### config.mk
export PLATFORM = sky130hd
export DESIGN_NAME = count_bcd_display
export DESIGN_NICKNAME = d
export VERILOG_FILES = /design/src/rtl/display_pkg.sv /design/src/rtl/bin2bcd_seq.sv /design/src/rtl/count_bcd_display.sv
export SDC_FILE = /design/constraint.sdc
export NUM_CORES = 1
export LEC_CHECK = 0
export ABC_AREA = 1
export BUFFER_PORTS_ARGS = -buffer_cell sky130_fd_sc_hd__buf_4
export CAP_MARGIN = 20
export CORE_MARGIN = 2
export CORE_UTILIZATION = 54
export CTS_CLUSTER_SIZE = 40
export DETAILED_ROUTE_END_ITERATION = 12
export MAX_ROUTING_LAYER = met4
export PLACE_DENSITY = 0.76
export RECOVER_POWER = 100
export SLEW_MARGIN = 10
export SYNTH_ARGS = -nofsm -noshare
export SYNTH_HDL_FRONTEND = slang
export SYNTH_SLANG_ARGS = --single-unit
### constraint.sdc
create_clock -name clk -period 1.8 [get_ports clk]
set_clock_uncertainty 0.2 [all_clocks]
set_input_delay 0.27 -clock clk [delete_from_list [all_inputs] [get_ports clk]]
set_output_delay 0.27 -clock clk [all_outputs]
set_load 0.02 [all_outputs]
### src/rtl/display_pkg.sv
// Shared types and helpers for the BCD 7-segment display path: FSM state
// encoding, blank pattern and the active-low digit-to-segment decoder.
package display_pkg;

  typedef enum logic [1:0] {
    IDLE  = 2'd0,
    SHIFT = 2'd1,
    LATCH = 2'd2
  } state_t;

  localparam logic [6:0] SEG_BLANK = 7'h7F;

  // Active-low {g,f,e,d,c,b,a}; anything that is not a decimal digit is blanked.
  function automatic logic [6:0] seg_code(input logic [3:0] digit);
    logic [6:0] seg;
    case (digit)
      4'd0:    seg = 7'b1000000;
      4'd1:    seg = 7'b1111001;
      4'd2:    seg = 7'b0100100;
      4'd3:    seg = 7'b0110000;
      4'd4:    seg = 7'b0011001;
      4'd5:    seg = 7'b0010010;
      4'd6:    seg = 7'b0000010;
      4'd7:    seg = 7'b1111000;
      4'd8:    seg = 7'b0000000;
      4'd9:    seg = 7'b0010000;
      default: seg = SEG_BLANK;
    endcase
    return seg;
  endfunction

endpackage

### src/rtl/bin2bcd_seq.sv
// Sequential double-dabble converter: one shift per cycle for N cycles, then a
// one-cycle LATCH where bcd_valid pulses. State is exported on dbg_state.
module bin2bcd_seq
  import display_pkg::*;
#(
  parameter int N          = 16,
  parameter int BCD_DIGITS = 5
) (
  input  logic                    clk,
  input  logic                    reset,
  input  logic [N-1:0]            value,
  input  logic                    load,
  output logic                    busy,
  output logic [4*BCD_DIGITS-1:0] bcd,
  output logic                    bcd_valid,
  output state_t                  dbg_state
);

  localparam int CW = $clog2(N + 1);
  localparam int BW = 4 * BCD_DIGITS;

  state_t          r_state;
  state_t          w_state_next;
  logic [N-1:0]    r_bin;
  logic [BW-1:0]   r_bcd;
  logic [CW-1:0]   r_cnt;
  logic [BW-1:0]   w_adj;

  always_comb begin
    w_state_next = r_state;
    case (r_state)
      IDLE:    if (load) w_state_next = SHIFT;
      SHIFT:   if (r_cnt == CW'(N - 1)) w_state_next = LATCH;
      LATCH:   w_state_next = IDLE;
      default: w_state_next = IDLE;
    endcase
  end

  // Add-3 correction is applied before the shift so each nibble stays decimal.
  always_comb begin
    w_adj = r_bcd;
    for (int i = 0; i < BCD_DIGITS; i++) begin
      if (r_bcd[4*i +: 4] >= 4'd5) w_adj[4*i +: 4] = r_bcd[4*i +: 4] + 4'd3;
    end
  end

  always_ff @(posedge clk) begin
    if (reset) begin
      r_state <= IDLE;
      r_bin   <= '0;
      r_bcd   <= '0;
      r_cnt   <= '0;
    end else begin
      r_state <= w_state_next;
      case (r_state)
        IDLE: begin
          if (load) begin
            r_bin <= value;
            r_bcd <= '0;
            r_cnt <= '0;
          end
        end
        SHIFT: begin
          {r_bcd, r_bin} <= {w_adj[BW-2:0], r_bin, 1'b0};
          r_cnt          <= r_cnt + CW'(1);
        end
        default: ;
      endcase
    end
  end

  assign busy      = (r_state != IDLE);
  assign bcd_valid = (r_state == LATCH);
  assign bcd       = r_bcd;
  assign dbg_state = r_state;

endmodule

### src/rtl/count_bcd_display.sv
// Captures a binary count, converts it to BCD and scans it onto an 8-digit
// common-anode 7-segment display. Optional macro: LEADING_ZERO_BLANK_EN.
module count_bcd_display
  import display_pkg::*;
#(
  parameter int N           = 16,
  parameter int DIGITS      = 8,
  parameter int REFRESH_DIV = 100000
) (
  input  logic              clk,
  input  logic              reset,
  input  logic [N-1:0]      value,
  input  logic              load,
  output logic              busy,
  output logic [6:0]        segments,
  output logic [DIGITS-1:0] anodes,
  output state_t            dbg_state
);

  localparam int BCD_DIGITS = (N * 301) / 1000 + 1;
  localparam int IW = (DIGITS > 1) ? $clog2(DIGITS) : 1;
  localparam int RW = (REFRESH_DIV > 1) ? $clog2(REFRESH_DIV) : 1;

  if (DIGITS < BCD_DIGITS) begin : g_digits_check
    $error("count_bcd_display: DIGITS too small for N-bit value");
  end

  logic [4*BCD_DIGITS-1:0]   w_bcd;
  logic                      w_bcd_valid;
  logic [DIGITS-1:0][3:0]    r_disp;
  logic [DIGITS-1:0][3:0]    w_disp_next;
  logic [DIGITS-1:0]         w_blank;
  logic [RW-1:0]             r_refresh;
  logic [IW-1:0]             r_idx;
  logic [DIGITS-1:0]         r_anodes;
  logic [6:0]                r_segments;
  logic                      w_tick;

  bin2bcd_seq #(
    .N          (N),
    .BCD_DIGITS (BCD_DIGITS)
  ) u_bin2bcd (
    .clk       (clk),
    .reset     (reset),
    .value     (value),
    .load      (load),
    .busy      (busy),
    .bcd       (w_bcd),
    .bcd_valid (w_bcd_valid),
    .dbg_state (dbg_state)
  );

  // Digits beyond the converter's reach are held at zero.
  always_comb begin
    w_disp_next = '0;
    for (int i = 0; i < BCD_DIGITS; i++) w_disp_next[i] = w_bcd[4*i +: 4];
  end

`ifdef LEADING_ZERO_BLANK_EN
  // Scan from the top down; digit 0 is never blanked so zero shows as '0'.
  always_comb begin
    logic seen;
    seen    = 1'b0;
    w_blank = '0;
    for (int i = DIGITS - 1; i >= 1; i--) begin
      if (r_disp[i] != 4'd0) seen = 1'b1;
      w_blank[i] = ~seen;
    end
  end
`else
  assign w_blank = '0;
`endif

  assign w_tick = (r_refresh == RW'(REFRESH_DIV - 1));

  always_ff @(posedge clk) begin
    if (reset) begin
      r_disp     <= '0;
      r_refresh  <= '0;
      r_idx      <= '0;
      r_anodes   <= '1;
      r_segments <= SEG_BLANK;
    end else begin
      if (w_bcd_valid) r_disp <= w_disp_next;
      r_refresh <= w_tick ? '0 : r_refresh + RW'(1);
      if (w_tick) r_idx <= (r_idx == IW'(DIGITS - 1)) ? '0 : r_idx + IW'(1);
      r_anodes   <= ~(DIGITS'(1) << r_idx);
      r_segments <= w_blank[r_idx] ? SEG_BLANK : seg_code(r_disp[r_idx]);
    end
  end

  assign anodes   = r_anodes;
  assign segments = r_segments;

endmodule
==> metrics.cfg <==
[critical_path]
reg2reg_slack_ps = 90
path_depth = 9
worst-path-max-fanout = 4
startpoint = r_idx[2]
crit_family = simple AND/OR/NAND/NOR gates
worstPathArrival_ps = 1770
cp-endpoint = segments[3]
crit_required_ps = 1850
critPathSlowestCell = dfxtp_2
rr_endpoint = segments[3]
max_stage_delay_ps = 340
worstRegToRegCells = 9
crit_top_cell = inv_2
path_cells = inv_2 -> nor3_4 -> inv_2 -> o21ai_4 -> inv_2 -> ha_4 -> nand2_2 -> nand3_1 -> nand3_1
r2r-start = r_idx[2]
cp-end-kind = flop
cp-start-kind = flop
worst-path-buf-inv = 3
critPathKind = reg2reg

[synthesis]
yosysUniqueCellTypes = 35
synth.net_count = 640
yosys.area_share.simple_pct = 26.0
syn_inst = 597
synth_compound_area_share_pct = 14.1
yosysSeqAreaShare_pct = 43.1
synth_top_family_by_area = simple AND/OR/NAND/NOR gates
avgSynthCellArea_um2 = 7.63
yosysWarningCount = 0
ys_ff_latch = 98
synthMuxAreaShare_pct = 0
synthAdderAreaFrac_pct = 6.59
syn_area_mm2 = 0.00455
synth-xor-area-share_pct = 2.12

[layout]
n_antenna_cell = 0
fin_area_mm2 = 0.00546
final_util_pct = 66.8
layout-drive-gt1-share_pct = 17.7
syn2layout_area_growth_pct = 19.9
nets = 703

[timing]
worst_pin_slew_ps = 418
max_freq_mhz = 584
rsz0062_at_grt = yes
hold_viol = 0
finalSetupViolations = 0
relSlewSlack_pct = 71.9
period_needed_ps = 1710
slew_violations = 0
timing.final.crit_share_pct = 95.1

[global_routing]
grt_start_max_net_pins = 46
antenna_found_initial = 0
grt_pass1_vias = 3874
grt-ovfl-total = 0
grt_pass1_wl_um = 16600
grt_usage_pct = 23.0

[detailed_routing]
ant_nets = 0
viasPerCell = 5.25
vias = 4040
drtIter0Drc = 217
firstDrtPassIters = 4
drcViolationCount = 0
post_drt_wl_per_cell_um = 12.4
drt_wl_total_um = 9510

[floorplanning]
die_area_mm2 = 0.00918
die_w_um = 95.8
initial_core_util_pct = 55.7
dieHeight_um = 95.8
ios = 37
rows = 33
core-area_mm2 = 0.00818

[placement]
placed_area_mm2 = 0.00502
gp_routability_congestion = 0.886
dpl.hpwl_um = 6560
portBuffers = 36

[hold_path]
worstHoldPathType = in2reg

[clocking]
clock_path_buffers = 2
cts_tree = done
cts_buffers = 9
clk_pin_slew_ps = 100
cts_htree_levels = 3
clock_sinks = 98
root_buffer = clkbuf_8
worstSkewPairLatency_ps = 370

[power_and_ir_drop]
leakage_nw = 2.17
peakVddDrop_mv = 0.508
p_per_area_mw_per_mm2 = 771

[job]
cap_violations = 0

[outcome]
status = finished, final reports clean

==> routing by layer <==
metal	track usage (%)	wire (um)	vias up
li1	-	-	2082
met1	28.1	4300	1847
met2	38.5	4710	93
met3	3.13	372	18
met4	9.52	131	0
met5	-	0	-
==> per-stage QoR <==
step	setup WS [ps]	std cells	power, mW	hold slack [ps]	TNS (ps)
2_1_floorplan	31.9	597	2.48	214	0
3_5_place_dp	-78.8	738	2.59	237	-260
4_1_cts	29.6	769	4.24	11.5	0
5_1_grt	-49.8	770	4.38	31.6	-111
3_3_place_gp	37.4	738	2.59	229	0
6_report	88.2	770	4.21	23.4	0
==> layout make-up <==
class                      count  area [um2]
fill                         695        2720
multi-input combinational    409        2260
sequential                    98        1970
timing repair buffer          73         602
inverter                      69         264
clock buffer                  12         165
tap                          105         131
clock inverter                 4        72.6
==> cells in the final DEF (no fill, tap or decap), types with 3 or more instances in the layout <==
cell type | Yosys | routed
ha_1 | 24 | 22
nor2_1 | 35 | 34
nand3_1 | 56 | 55
nor3_1 | 4 | 4
xor2_1 | 8 | 8
buf_4 | 4 | 56
o21ai_0 | 39 | 38
nor2_4 | 4 | 4
clkbuf_8 | 0 | 12
xnor2_1 | 3 | 3
dfxtp_1 | 98 | 94
a31oi_1 | 5 | 5
dlygate4sd3_1 | 0 | 15
inv_2 | 10 | 11
a21oi_1 | 59 | 59
nand4_1 | 7 | 7
a22oi_1 | 7 | 7
inv_1 | 58 | 55
dfxtp_2 | 0 | 3
nand2_2 | 6 | 8
nand2_1 | 132 | 130
==> synth_stat cells <==
library cell  number  area share (%)
nor2_4             4            0.99
o21ai_2            2            0.38
clkbuf_1          12            0.99
ha_1              24             6.6
o22ai_1            1            0.14
dfxtp_1           98              43
nor3_4             2            0.71
nand2_4            2            0.49
nand3_2            1            0.22
o32ai_1            2            0.38
a221oi_1           2            0.38
xnor2_1            3            0.58
buf_6              2            0.49
clkinv_1           1           0.082
nand3b_1           2            0.33
nor3_1             4            0.44
nand2_1          132              11
or2_2              1            0.14
inv_1             58             4.8
or2_0              2            0.27
nand4_1            7            0.96
o21ai_0           39             4.3
xor2_1             8             1.5
a22oi_1            7             1.2
nand3_4            1            0.38
buf_4              4            0.66
inv_2             10            0.82
a21oi_2            1            0.19
nand3_1           56             6.2
nand2_2            6            0.82
a21oi_1           59             6.5
buf_2              3            0.33
nor4_2             1            0.27
a31oi_1            5            0.69
nor2_1            35             2.9
==> registers in the layout (all words and copies together), names as in the netlist <==
signal               count
r_disp                  20
u_bin2bcd.bcd           20
r_refresh               17
u_bin2bcd.r_bin         16
anodes                   8
segments                 7
u_bin2bcd.r_cnt          5
r_idx                    3
u_bin2bcd.dbg_state      2
==> cells by family after synthesis <==
logic type	count (synthesis)
simple gates	256
compound gates	118
flops	98
buf+inv	90
fa+ha+maj	24
xor+xnor	11
==> timing repair <==
item                                   CTS  global route
buffers inserted                         0             1
pin swaps                                0             3
endpoints found under the hold margin   15             0
resized for setup                        2            15
setup endpoints to repair                7            10
hold buffers                            15             0
==> report_power, final <==
group | switching [mW] | internal (mW) | leakage [nW] | total [mW]
logic | 0.193 | 0.141 | 1.25 | 0.334
clock network | 0.743 | 0.894 | 0.119 | 1.64
registers | 0.0254 | 2.21 | 0.798 | 2.24
total | 0.961 | 3.25 | 2.17 | 4.21
==> worst reg2reg max path, delay by kind of cell (launching register included) <==
family | cells | cell delay, ps
adders and majority gates | 1 | 270
and+or+nand+nor | 4 | 400
DFF | 1 | 340
AOI/OAI and AO/OA | 1 | 180
buffers and inverters | 3 | 210
==> worst min-delay path by stage <==
stage / start / to / slack (ps) / cells past startpoint
floorplan: value[0] / u_bin2bcd.r_bin[0] / 210 / 2
global placement: r_refresh[0] / r_refresh[0] / 230 / 1
detailed placement: r_refresh[0] / r_refresh[0] / 240 / 1
CTS: reset / u_bin2bcd.bcd[16] / 10 / 2
global route: reset / u_bin2bcd.bcd[19] / 30 / 2
finish: reset / u_bin2bcd.bcd[15] / 20 / 2
(Power assumes the default switching activity.)
